### src/rtl/console_io_fifo_pkg.sv
`default_nettype none
// ============================================================================
// Module   : console_io_pkg
// Brief    : GPIO bit positions, drop-counter width and shared helpers for the
//            console bridge between the AXI GPIO pair and the CPU console.
// Revision : 1.0 - initial release
// ============================================================================
package console_io_pkg;

   // Host-to-bridge control strobes on AXI_GPIO_input
   localparam int WR_STB    = 16;
   localparam int RD_STB    = 17;
   localparam int CLR_STB   = 18;
   localparam int FLUSH_STB = 19;

   // Status bits on AXI_GPIO_output
   localparam int ST_OUT_EMPTY = 16;
   localparam int ST_OUT_FULL  = 17;
   localparam int ST_IN_EMPTY  = 18;
   localparam int ST_IN_FULL   = 19;
   localparam int ST_OVF       = 20;
   localparam int ST_UDF       = 21;
   localparam int DROP_LSB     = 24;
   localparam int DROP_W       = 8;

   // Strobe group in GPIO bit order, flush in the MSB
   typedef struct packed {
      logic flush;
      logic clr;
      logic rd;
      logic wr;
   } strobe_t;

   // Increment that sticks at all-ones
   function automatic logic [DROP_W-1:0] sat_inc(input logic [DROP_W-1:0] v);
      return (&v) ? v : v + {{(DROP_W-1){1'b0}}, 1'b1};
   endfunction

endpackage
`default_nettype wire

### src/rtl/console_io_fifo_sync_fifo_fwft.sv
`default_nettype none
// ============================================================================
// Module   : sync_fifo_fwft
// Brief    : Single-clock first-word-fall-through FIFO with flush. Head is read
//            straight from storage and forced to zero while empty.
// Revision : 1.0 - initial release
// ============================================================================
module sync_fifo_fwft #(
   parameter  int WIDTH = 8,
   parameter  int DEPTH = 16,
   localparam int AW    = $clog2(DEPTH),
   localparam int CW    = AW + 1
) (
   input  logic             clk,
   input  logic             rst,
   input  logic             push,
   input  logic             pop,
   input  logic             flush,
   input  logic [WIDTH-1:0] din,
   output logic [WIDTH-1:0] head,
   output logic [CW-1:0]    count,
   output logic             empty,
   output logic             full
);

   localparam logic [CW-1:0] FULL_CNT = CW'(DEPTH);

   logic [WIDTH-1:0] mem [DEPTH];
   logic [AW:0]      wr_ptr;
   logic [AW:0]      rd_ptr;
   logic             do_push;
   logic             do_pop;

   // Pointers carry one extra wrap bit so full and empty stay distinguishable
   assign count = wr_ptr - rd_ptr;
   assign empty = (count == '0);
   assign full  = (count == FULL_CNT);

   // Pop only real data; a pop on full frees the slot for a same-cycle push
   assign do_pop  = pop & ~empty & ~flush;
   assign do_push = push & (~full | do_pop) & ~flush;

   assign head = empty ? '0 : mem[rd_ptr[AW-1:0]];

   // Pointer update; flush discards all contents
   always_ff @(posedge clk or posedge rst) begin
      if (rst) begin
         wr_ptr <= '0;
         rd_ptr <= '0;
      end else if (flush) begin
         wr_ptr <= '0;
         rd_ptr <= '0;
      end else begin
         if (do_push) wr_ptr <= wr_ptr + 1'b1;
         if (do_pop)  rd_ptr <= rd_ptr + 1'b1;
      end
   end

   // Storage write; contents need no reset since pointers gate visibility
   always_ff @(posedge clk) begin
      if (do_push) mem[wr_ptr[AW-1:0]] <= din;
   end

endmodule
`default_nettype wire

### src/rtl/console_io_fifo.sv
`default_nettype none
// ============================================================================
// Module   : console_io_fifo
// Brief    : Console bridge between the AXI GPIO pair and the CPU console
//            put/get methods: edge-detected host strobes, input and output
//            FWFT FIFOs, sticky overflow/underflow flags and a drop counter.
// Revision : 1.0 - initial release
// ============================================================================
module console_io_fifo
   import console_io_pkg::*;
#(
   parameter  int DATA_W    = 8,
   parameter  int IN_DEPTH  = 16,
   parameter  int OUT_DEPTH = 16,
   localparam int ICW       = $clog2(IN_DEPTH) + 1,
   localparam int OCW       = $clog2(OUT_DEPTH) + 1
) (
   input  logic              clk,
   input  logic              rst,
   input  logic [31:0]       AXI_GPIO_input,
   output logic [31:0]       AXI_GPIO_output,
   input  logic              cpu_reset_completed,
   input  logic              RDY_put_from_console_put,
   output logic [DATA_W-1:0] put_from_console_put,
   output logic              EN_put_from_console_put,
   input  logic [DATA_W-1:0] get_to_console_get,
   input  logic              RDY_get_to_console_get,
   output logic              EN_get_to_console_get,
   output logic [ICW-1:0]    input_fifo_counter,
   output logic [OCW-1:0]    output_fifo_counter
);

   strobe_t             strb_now;
   strobe_t             strb_prev;
   strobe_t             rise;
   logic                in_empty, in_full, out_empty, out_full;
   logic [DATA_W-1:0]   out_head;
   logic                ovf_evt, udf_evt;
   logic                ovf_flag, udf_flag;
   logic [DROP_W-1:0]   drop_cnt;
   logic [31:0]         gpio;
   logic                unused_bits;

   assign strb_now = strobe_t'(AXI_GPIO_input[FLUSH_STB:WR_STB]);
   assign rise     = strobe_t'(strb_now & ~strb_prev);

   // Only the char field and the four strobes are decoded
   assign unused_bits = ^AXI_GPIO_input;

   // Previous-cycle strobe levels for rising-edge detection
   always_ff @(posedge clk or posedge rst) begin
      if (rst) strb_prev <= '0;
      else     strb_prev <= strb_now;
   end

   // CPU-side handshakes; full is judged before any same-cycle host pop
   assign EN_put_from_console_put = cpu_reset_completed & RDY_put_from_console_put
                                    & ~in_empty & ~rise.flush;
   assign EN_get_to_console_get   = cpu_reset_completed & RDY_get_to_console_get
                                    & ~out_full & ~rise.flush;

   sync_fifo_fwft #(.WIDTH(DATA_W), .DEPTH(IN_DEPTH)) u_in_fifo (
      .clk   (clk),
      .rst   (rst),
      .push  (rise.wr),
      .pop   (EN_put_from_console_put),
      .flush (rise.flush),
      .din   (AXI_GPIO_input[DATA_W-1:0]),
      .head  (put_from_console_put),
      .count (input_fifo_counter),
      .empty (in_empty),
      .full  (in_full)
   );

   sync_fifo_fwft #(.WIDTH(DATA_W), .DEPTH(OUT_DEPTH)) u_out_fifo (
      .clk   (clk),
      .rst   (rst),
      .push  (EN_get_to_console_get),
      .pop   (rise.rd),
      .flush (rise.flush),
      .din   (get_to_console_get),
      .head  (out_head),
      .count (output_fifo_counter),
      .empty (out_empty),
      .full  (out_full)
   );

   // A write is lost only when full and the CPU is not freeing a slot
   assign ovf_evt = rise.wr & in_full & ~EN_put_from_console_put;
   assign udf_evt = rise.rd & out_empty;

   // Sticky flags and drop counter; a same-cycle event beats a clear
   always_ff @(posedge clk or posedge rst) begin
      if (rst) begin
         ovf_flag <= 1'b0;
         udf_flag <= 1'b0;
         drop_cnt <= '0;
      end else begin
         if (ovf_evt)       ovf_flag <= 1'b1;
         else if (rise.clr) ovf_flag <= 1'b0;

         if (udf_evt)       udf_flag <= 1'b1;
         else if (rise.clr) udf_flag <= 1'b0;

         if (ovf_evt)       drop_cnt <= rise.clr ? {{(DROP_W-1){1'b0}}, 1'b1} : sat_inc(drop_cnt);
         else if (rise.clr) drop_cnt <= '0;
      end
   end

   // Status word assembly; every status source is a register or pointer-derived
   always_comb begin
      gpio                      = '0;
      gpio[DATA_W-1:0]          = out_head;
      gpio[ST_OUT_EMPTY]        = out_empty;
      gpio[ST_OUT_FULL]         = out_full;
      gpio[ST_IN_EMPTY]         = in_empty;
      gpio[ST_IN_FULL]          = in_full;
      gpio[ST_OVF]              = ovf_flag;
      gpio[ST_UDF]              = udf_flag;
      gpio[DROP_LSB +: DROP_W]  = drop_cnt;
   end

   assign AXI_GPIO_output = gpio;

endmodule
`default_nettype wire

### config.mk
export PLATFORM = sky130hd
export DESIGN_NAME = console_io_fifo
export DESIGN_NICKNAME = d
export VERILOG_FILES = /design/src/rtl/console_io_fifo_pkg.sv /design/src/rtl/console_io_fifo_sync_fifo_fwft.sv /design/src/rtl/console_io_fifo.sv
export SDC_FILE = /design/constraint.sdc
export NUM_CORES = 1
export LEC_CHECK = 0
export CAP_MARGIN = 20
export CORE_AREA = 4 4 244 199
export CTS_CLUSTER_DIAMETER = 60
export CTS_CLUSTER_SIZE = 40
export DETAILED_ROUTE_END_ITERATION = 16
export DIE_AREA = 0 0 248 203
export PLACE_DENSITY = 0.42
export SLEW_MARGIN = 20
export SYNTH_ARGS = -nofsm -noshare
export SYNTH_HDL_FRONTEND = slang
export SYNTH_SLANG_ARGS = --single-unit
### constraint.sdc
create_clock -name clk -period 9.7 [get_ports clk]
set_input_delay 1.94 -clock clk [delete_from_list [all_inputs] [get_ports clk]]
set_output_delay 1.94 -clock clk [all_outputs]
set_load 0.02 [all_outputs]
==> Word-level counts from Yosys, hierarchy flattened <==
Memory sizes are Yosys's and may differ from the RTL's.
Index checks and enable logic that the tools add are counted.
{ "totals": {"ff_bits": 34, "mem_bits_rw": 256, "in_bits": 45, "output_inout_bits": 52, "wordCells": 81, "mem_count": 2} }
{ "mem_list": {"columns": ["memory", "words", "word_bits", "rd", "rd_ports_with_merged_regs", "write_ports", "line", "text"], "rows": [
  ["u_in_fifo.mem", 16, 8, 1, 0, 1, "console_io_fifo_sync_fifo_fwft.sv:28", "logic [WIDTH-1:0] mem [DEPTH];"],
  ["u_out_fifo.mem", 16, 8, 1, 0, 1, "console_io_fifo_sync_fifo_fwft.sv:28", null]
]} }
{ "op_classes": {"addsub": 7, "n_eq_ne": 3, "n_mux": 21, "bitwise_logic": 27, "reduce_logical": 10} }
{ "ops": {"columns": ["cell", "count"], "rows": [
  ["$mux 8", 6],
  ["$mux 5", 8],
  ["$add 5x1->5 const B", 4],
  ["$and 1x1->1", 17],
  ["$reduce_bool 2->1", 6],
  ["$eq 5x5->1 const B", 2],
  ["$logic_not 5->1", 2],
  ["$sub 5x5->5", 2],
  ["$add 8x1->8 const B", 1],
  ["$reduce_and 8->1", 1],
  ["$mux 1", 7],
  ["$not 1->1", 6],
  ["$and 4x4->4", 1],
  ["$not 4->4", 1],
  ["$ne 2x2->1 const B", 1],
  ["$or 1x1->1", 2],
  ["$reduce_and 2->1", 1]
]} }

==> Longest topological paths before layout <==
{ "logic_depth": {"word_depth": 12, "mapped_depth": 11, "mapped_depth_nobuf": 11} }

==> Hierarchy <==
From an unflattened synthesis, not the netlist that was laid out.
{ "unflattened": {"cells_unflattened": 754, "hier_area_um2": 12617.1} }
{ "modules_own_cells": {"columns": ["mod", "n_inst", "cells_each", "area_per_inst_um2", "seq_area_each_um2"], "rows": [
  ["sync_fifo_fwft at u_in_fifo", 1, 334, 5884.4, 4093.9],
  ["sync_fifo_fwft at u_out_fifo", 1, 331, 5869.4, 4093.9],
  ["console_io_fifo", 1, 89, 863.3, 350.3]
]} }

==> Least setup slack after synthesis <==
OpenSTA, ideal clock, no wires.
{ "synth_timing": {"path_type": "register to output", "start": "register u_out_fifo.rd_ptr[1]", "end": "output port AXI_GPIO_output[16]", "arrival_ns": 2.965, "required_time_ns": 7.760, "setup_slack_ns": 4.795, "path_stages_with_launch": 12, "n_path_buf": 5, "path_cell_list": "dfrtp_1 clkbuf_1 clkbuf_1 inv_1 fa_1 xor2_1 nor3_2 or4b_4 a21oi_2 buf_4 buf_4 buf_4"} }
{ "synth_via": {"elab_chain_cells": 2} }
{ "synth_rtl": {"columns": ["item", "line", "text"], "rows": [
  ["start, declared", "console_io_fifo_sync_fifo_fwft.sv:30", "logic [AW:0] rd_ptr;"],
  ["start signal, assigned", "console_io_fifo_sync_fifo_fwft.sv:55", "if (do_pop) rd_ptr <= rd_ptr + 1'b1;"],
  ["$sub 5x5->5", "console_io_fifo_sync_fifo_fwft.sv:35", "assign count = wr_ptr - rd_ptr;"],
  ["named net output_fifo_counter[2]", "console_io_fifo.sv:30", "output logic [OCW-1:0] output_fifo_counter"],
  ["$logic_not 5->1", "console_io_fifo_sync_fifo_fwft.sv:36", "assign empty = (count == '0);"],
  ["end, declared", "console_io_fifo.sv:21", "output logic [31:0] AXI_GPIO_output,"]
]} }
The timed path passes the listed nets, and every way through them passes these cells.

==> Worst setup path in the final report <==
{ "layout_timing": {"start": "register u_in_fifo.rd_ptr[0]", "end": "output port put_from_console_put[3]"} }
{ "layout_via": {"elab_chain_cells": 3, "elab_cells_between_ends": 4, "classes_between": "1 x add/sub; 1 x mux; 1 x reduce/logical; 1 x memory"} }
{ "layout_rtl": {"columns": ["item", "line", "text"], "rows": [
  ["start, declared", "console_io_fifo_sync_fifo_fwft.sv:30", null],
  ["start signal, assigned", "console_io_fifo_sync_fifo_fwft.sv:55", null],
  ["$sub 5x5->5", "console_io_fifo_sync_fifo_fwft.sv:35", null],
  ["$logic_not 5->1", "console_io_fifo_sync_fifo_fwft.sv:36", null],
  ["$mux 8 (*)", "console_io_fifo_sync_fifo_fwft.sv:43", "assign head = empty ? '0 : mem[rd_ptr[AW-1:0]];"],
  ["end, declared", "console_io_fifo.sv:24", "output logic [DATA_W-1:0] put_from_console_put,"]
]} }
Every way passes the cells marked *; elsewhere a longest branch is shown, timed or not.

==> metrics.md <==
| Metric | Value |
|---|---|
| Status | finished clean |
| Die X | 248 microns |
| Crit Path Class | flop to output port |
| DPL Wire Length | around 19 mm |
| Period utilisation layout | 0.633 |
| Layout cell share with drive strength beyond 1 | 0.220 |
| Max Root-Sink Buffers | 3 |
| Initial Utilization | 0.267 |
| Post-CTS Setup Bufs | 0 |
| Combinational power share | 0.356 |
| Main synth FF type | edfxtp_1 |
| Fmax achieved | around 0.16 GHz |
| Post-route cell area | roughly 15000 sq um |
| Clock Power Share | 0.281 |
| Synth top area cells | edfxtp_1 (62%), mux4_2 (15%), dfrtp_1 (6.9%), ha_1 (1.9%), buf_4 (1.5%) |
| CTS buffer count | 26 |
| GRT Total Usage | 0.113 |
| Via-to-Cell Ratio | roughly 4.5 |
| CP Buf/Inv Count | 4 |
| Core area | 46300 sq um |
| P_sw | 1.31 mW |
| CP top delay family | buffers and inverters |
| Register area share after synthesis | 0.692 |
| Max stage delay on crit path | between 0.5 and 0.6 ns |
| Switching Fraction | 0.332 |
| Crit-path most repeated cell | buf_4 |
| First-pass GRT wire length | 43.0 mm |
| VDD IR max | roughly 0.00018 V |
| Post-Route WL | roughly 28 mm |
| CTS tree | yes |
| Worst-skew pair later-pin latency | about 0.54 ns |
| Sequential share of power | 0.364 |
| Total number of yosys warnings | 0 |
| Vias | between 6k and 7k |
| IO Count | between 90 and 100 |
| Share of the synthesized area in the top cell type | 0.623 |
| Distinct cells, synth | 50 |
| Mapped Cells | 675 |
| Site row count | 71 |
| Clock sink total | slightly below 300 |
| Mapped Area | between 10000 and 15000 sq um |
| Final min period | 6.14 ns |
| EDFF count, synth | 256 |
| Port bufs | between 60 and 70 |
| Area after DPL | roughly 14000 sq um |
| Final Hold Viols | 0 |
| Unrepaired setup endpoints after global routing | false |
| Die height | roughly 200 microns |
| Worst slew margin | 0.298 |
| Largest net degree at the start of global routing | 37 |
| PD cells | between 200 and 300 nW/um^2 |
| GP Congestion | ~0.76 |
| Leak | 4.75 nW |
| WP data required | approximately 7.8 ns |
| Resize count post-CTS | 0 |
| Vias in the first global route | slightly below 7k |
| Min-Delay Path Class | flop to flop |
| Final ANT Viol Nets | 0 |
| Max FO, Critical Path | 36 |
| CP Cell Sequence | buf_4 -> ha_1 -> inv_1 -> fa_1 -> nor3b_1 -> and4b_1 -> a2bb2oi_2 -> buf_4 -> nor2b_1 -> clkdlybuf4s50_1 |
| Nets | 810 |
| Synth Register Bits | 290 |
| Slowest library cell on the worst path | buf_4 |
| Post-Syn Area per Cell | between 15 and 20 sq um |
| H-tree depth | 1 |
| Worst-margin pin slew | 1.05 ns |
| Clock transition at path regs | approximately 0.070 ns |
| Post-synthesis async set-or-reset flop share | 0.117 |
| DRC | 0 |
| Fin. max-slew vios | 0 |
| Fin Setup TNS | 0 ns |
| CTS hold repair buffers | 0 |
| ANT cells | 0 |
| Int Power | approximately 2.6 mW |
| Setup Skew | between 0.01 and 0.015 ns |
| Total grt overflow | 0 |
| Largest area contributor in the netlist | edfxtp_1 |
| WP data arrival | between 4 and 5 ns |
| Initial DRC count | around 490 |
| Initial antenna violation count | 0 |
| CP Launch Type | flop |
| DRT Pass-1 Iters | 7 |
| MaxCap Viol Count | 0 |
| Crit path capture type | output port |
| Final setup violation count | 0 |
| Clock root buffer | clkbuf_16 |
| Die area | 50300 sq um |
| Routed wire length per instance | roughly 20 microns |
| P&R area growth vs syn | 18.7% |
cells by family after synthesis:
logic type / synth area share
AOI/OAI and AO/OA: 0.0275
xor gates and xnor gates: 0.0121
adders and majority gates: 0.0225
buffers and inverters: 0.0287
DFF: 0.692
muxes: 0.146
other: 0.000304
and+or+nand+nor: 0.0709
power groups by stage:
stage                     clock network [mW]  logic, mW  registers (mW)
final                                   1.11       1.41            1.44
after global routing                    1.20       1.53            1.45
after CTS                               1.14       1.44            1.44
after detailed placement                   0       1.43            1.47
after global placement                     0       1.42            1.47
after floorplan                            0      0.939            1.46
cell usage after synthesis (2+ instances only):
master and number:
edfxtp_1 256, mux4_2 80, dfrtp_1 34, buf_4 25, nor2b_1 23, and3_1 22
ha_1 19, nand2_1 19, a21oi_1 18, nor2_1 18, inv_1 14, clkbuf_1 12
nor3_1 12, nand3_1 11, xnor2_1 11, o21ai_1 10, and2_1 8, nand4_1 8
or3_1 8, buf_1 6, xor2_1 6, buf_2 4, inv_2 4, nand2b_1 4
nor4_2 4, o211ai_1 4, nand3b_1 3, a21o_1 2, a31o_1 2, and4b_1 2
fa_1 2, nor3_2 2, nor3b_1 2, o21a_1 2, o21ai_0 2, o31ai_1 2
stage by stage:
| step | hold slack (ns) | setup WS [ns] | std cells | power, mW | utilization |
|---|---|---|---|---|---|
| after floorplan | 0.448 | 4.79 | 684 | 2.39 | - |
| after global placement | 0.481 | 3.66 | 1333 | 2.89 | 0.295 |
| after detailed placement | 0.501 | 3.60 | 1335 | 2.90 | 0.295 |
| after CTS | 0.522 | 3.44 | 1383 | 4.03 | 0.316 |
| after global routing | 0.543 | 3.24 | 1384 | 4.18 | 0.316 |
| final | 0.507 | 3.56 | 1384 | 3.96 | 0.316 |
registers in the layout (all words and copies together), names as in the netlist:
| name | flops |
|---|---|
| u_out_fifo.mem | 128 |
| u_in_fifo.wr_ptr | 5 |
| udf_flag | 1 |
| drop_cnt | 8 |
| u_out_fifo.rd_ptr | 5 |
| u_in_fifo.rd_ptr | 5 |
| ovf_flag | 1 |
| strb_prev | 4 |
| u_in_fifo.mem | 128 |
| u_out_fifo.wr_ptr | 5 |
final timing paths:
check	startpoint	end	slack [ns]	cells after the start
max	u_in_fifo.rd_ptr[0]$_DFFE_PP0P_	put_from_console_put[3]	3.56	10
max reg2reg	u_in_fifo.rd_ptr[0]$_DFFE_PP0P_	u_in_fifo.mem[11][0]$_DFFE_PP_	5.50	11
max in group asynchronous	rst	u_out_fifo.rd_ptr[0]$_DFFE_PP0P_	7.55	3
min	ovf_flag$_DFFE_PP0P_	ovf_flag$_DFFE_PP0P_	0.51	2
min reg2reg	ovf_flag$_DFFE_PP0P_	ovf_flag$_DFFE_PP0P_	0.51	2
min in group asynchronous	rst	ovf_flag$_DFFE_PP0P_	1.80	3
layer usage:
metal | up-vias | GRT usage | part of all wire
met5 | - | 0 | 0
met4 | 0 | 0.0240 | 0.018
met3 | 34 | 0.0228 | 0.046
met2 | 133 | 0.170 | 0.46
met1 | 3301 | 0.169 | 0.48
li1 | 2809 | - | -
cell type report:
type	count	area, sq um
clock buffers	27	676
clock inverters	21	260
fillers	4393	31600
inverters	18	67.6
multi-input cells	328	3550
flip-flops and latches	290	8540
well taps	620	776
repair buffers	80	777
worst register-to-register path, cell delays in order, from the launching register on:
cell	delay [ns]
dfrtp_2	0.34
buf_4	0.57
ha_1	0.33
inv_1	0.06
fa_1	0.39
xor2_1	0.31
and4b_1	0.28
o211ai_4	0.29
inv_2	0.14
nand2_1	0.16
nand3_1	0.26
nor3_4	0.71
cells in the final DEF, fill, tap and decap left out, types with 4 or more instances in the layout:
master           synthesis  routed
edfxtp_1               256     256
mux4_2                  80      80
clkdlybuf4s50_1          0      66
dfrtp_1                 34      32
clkbuf_16                0      27
nor2b_1                 23      23
and3_1                  22      22
nand2_1                 19      19
ha_1                    19      19
a21oi_1                 18      18
nor2_1                  18      18
inv_1                   14      14
nand3_1                 11      11
xnor2_1                 11      11
buf_4                   25      11
conb_1                   1      10
o21ai_1                 10       9
or3_1                    8       8
nand4_1                  8       8
and2_1                   8       8
nor3_2                   2       7
xor2_1                   6       6
inv_6                    0       5
nand2b_1                 4       4
inv_2                    4       4
nor3_1                  12       4
nor3_4                   1       4
o211ai_1                 4       4
nor4_2                   4       4
(Power assumes the default switching activity.)
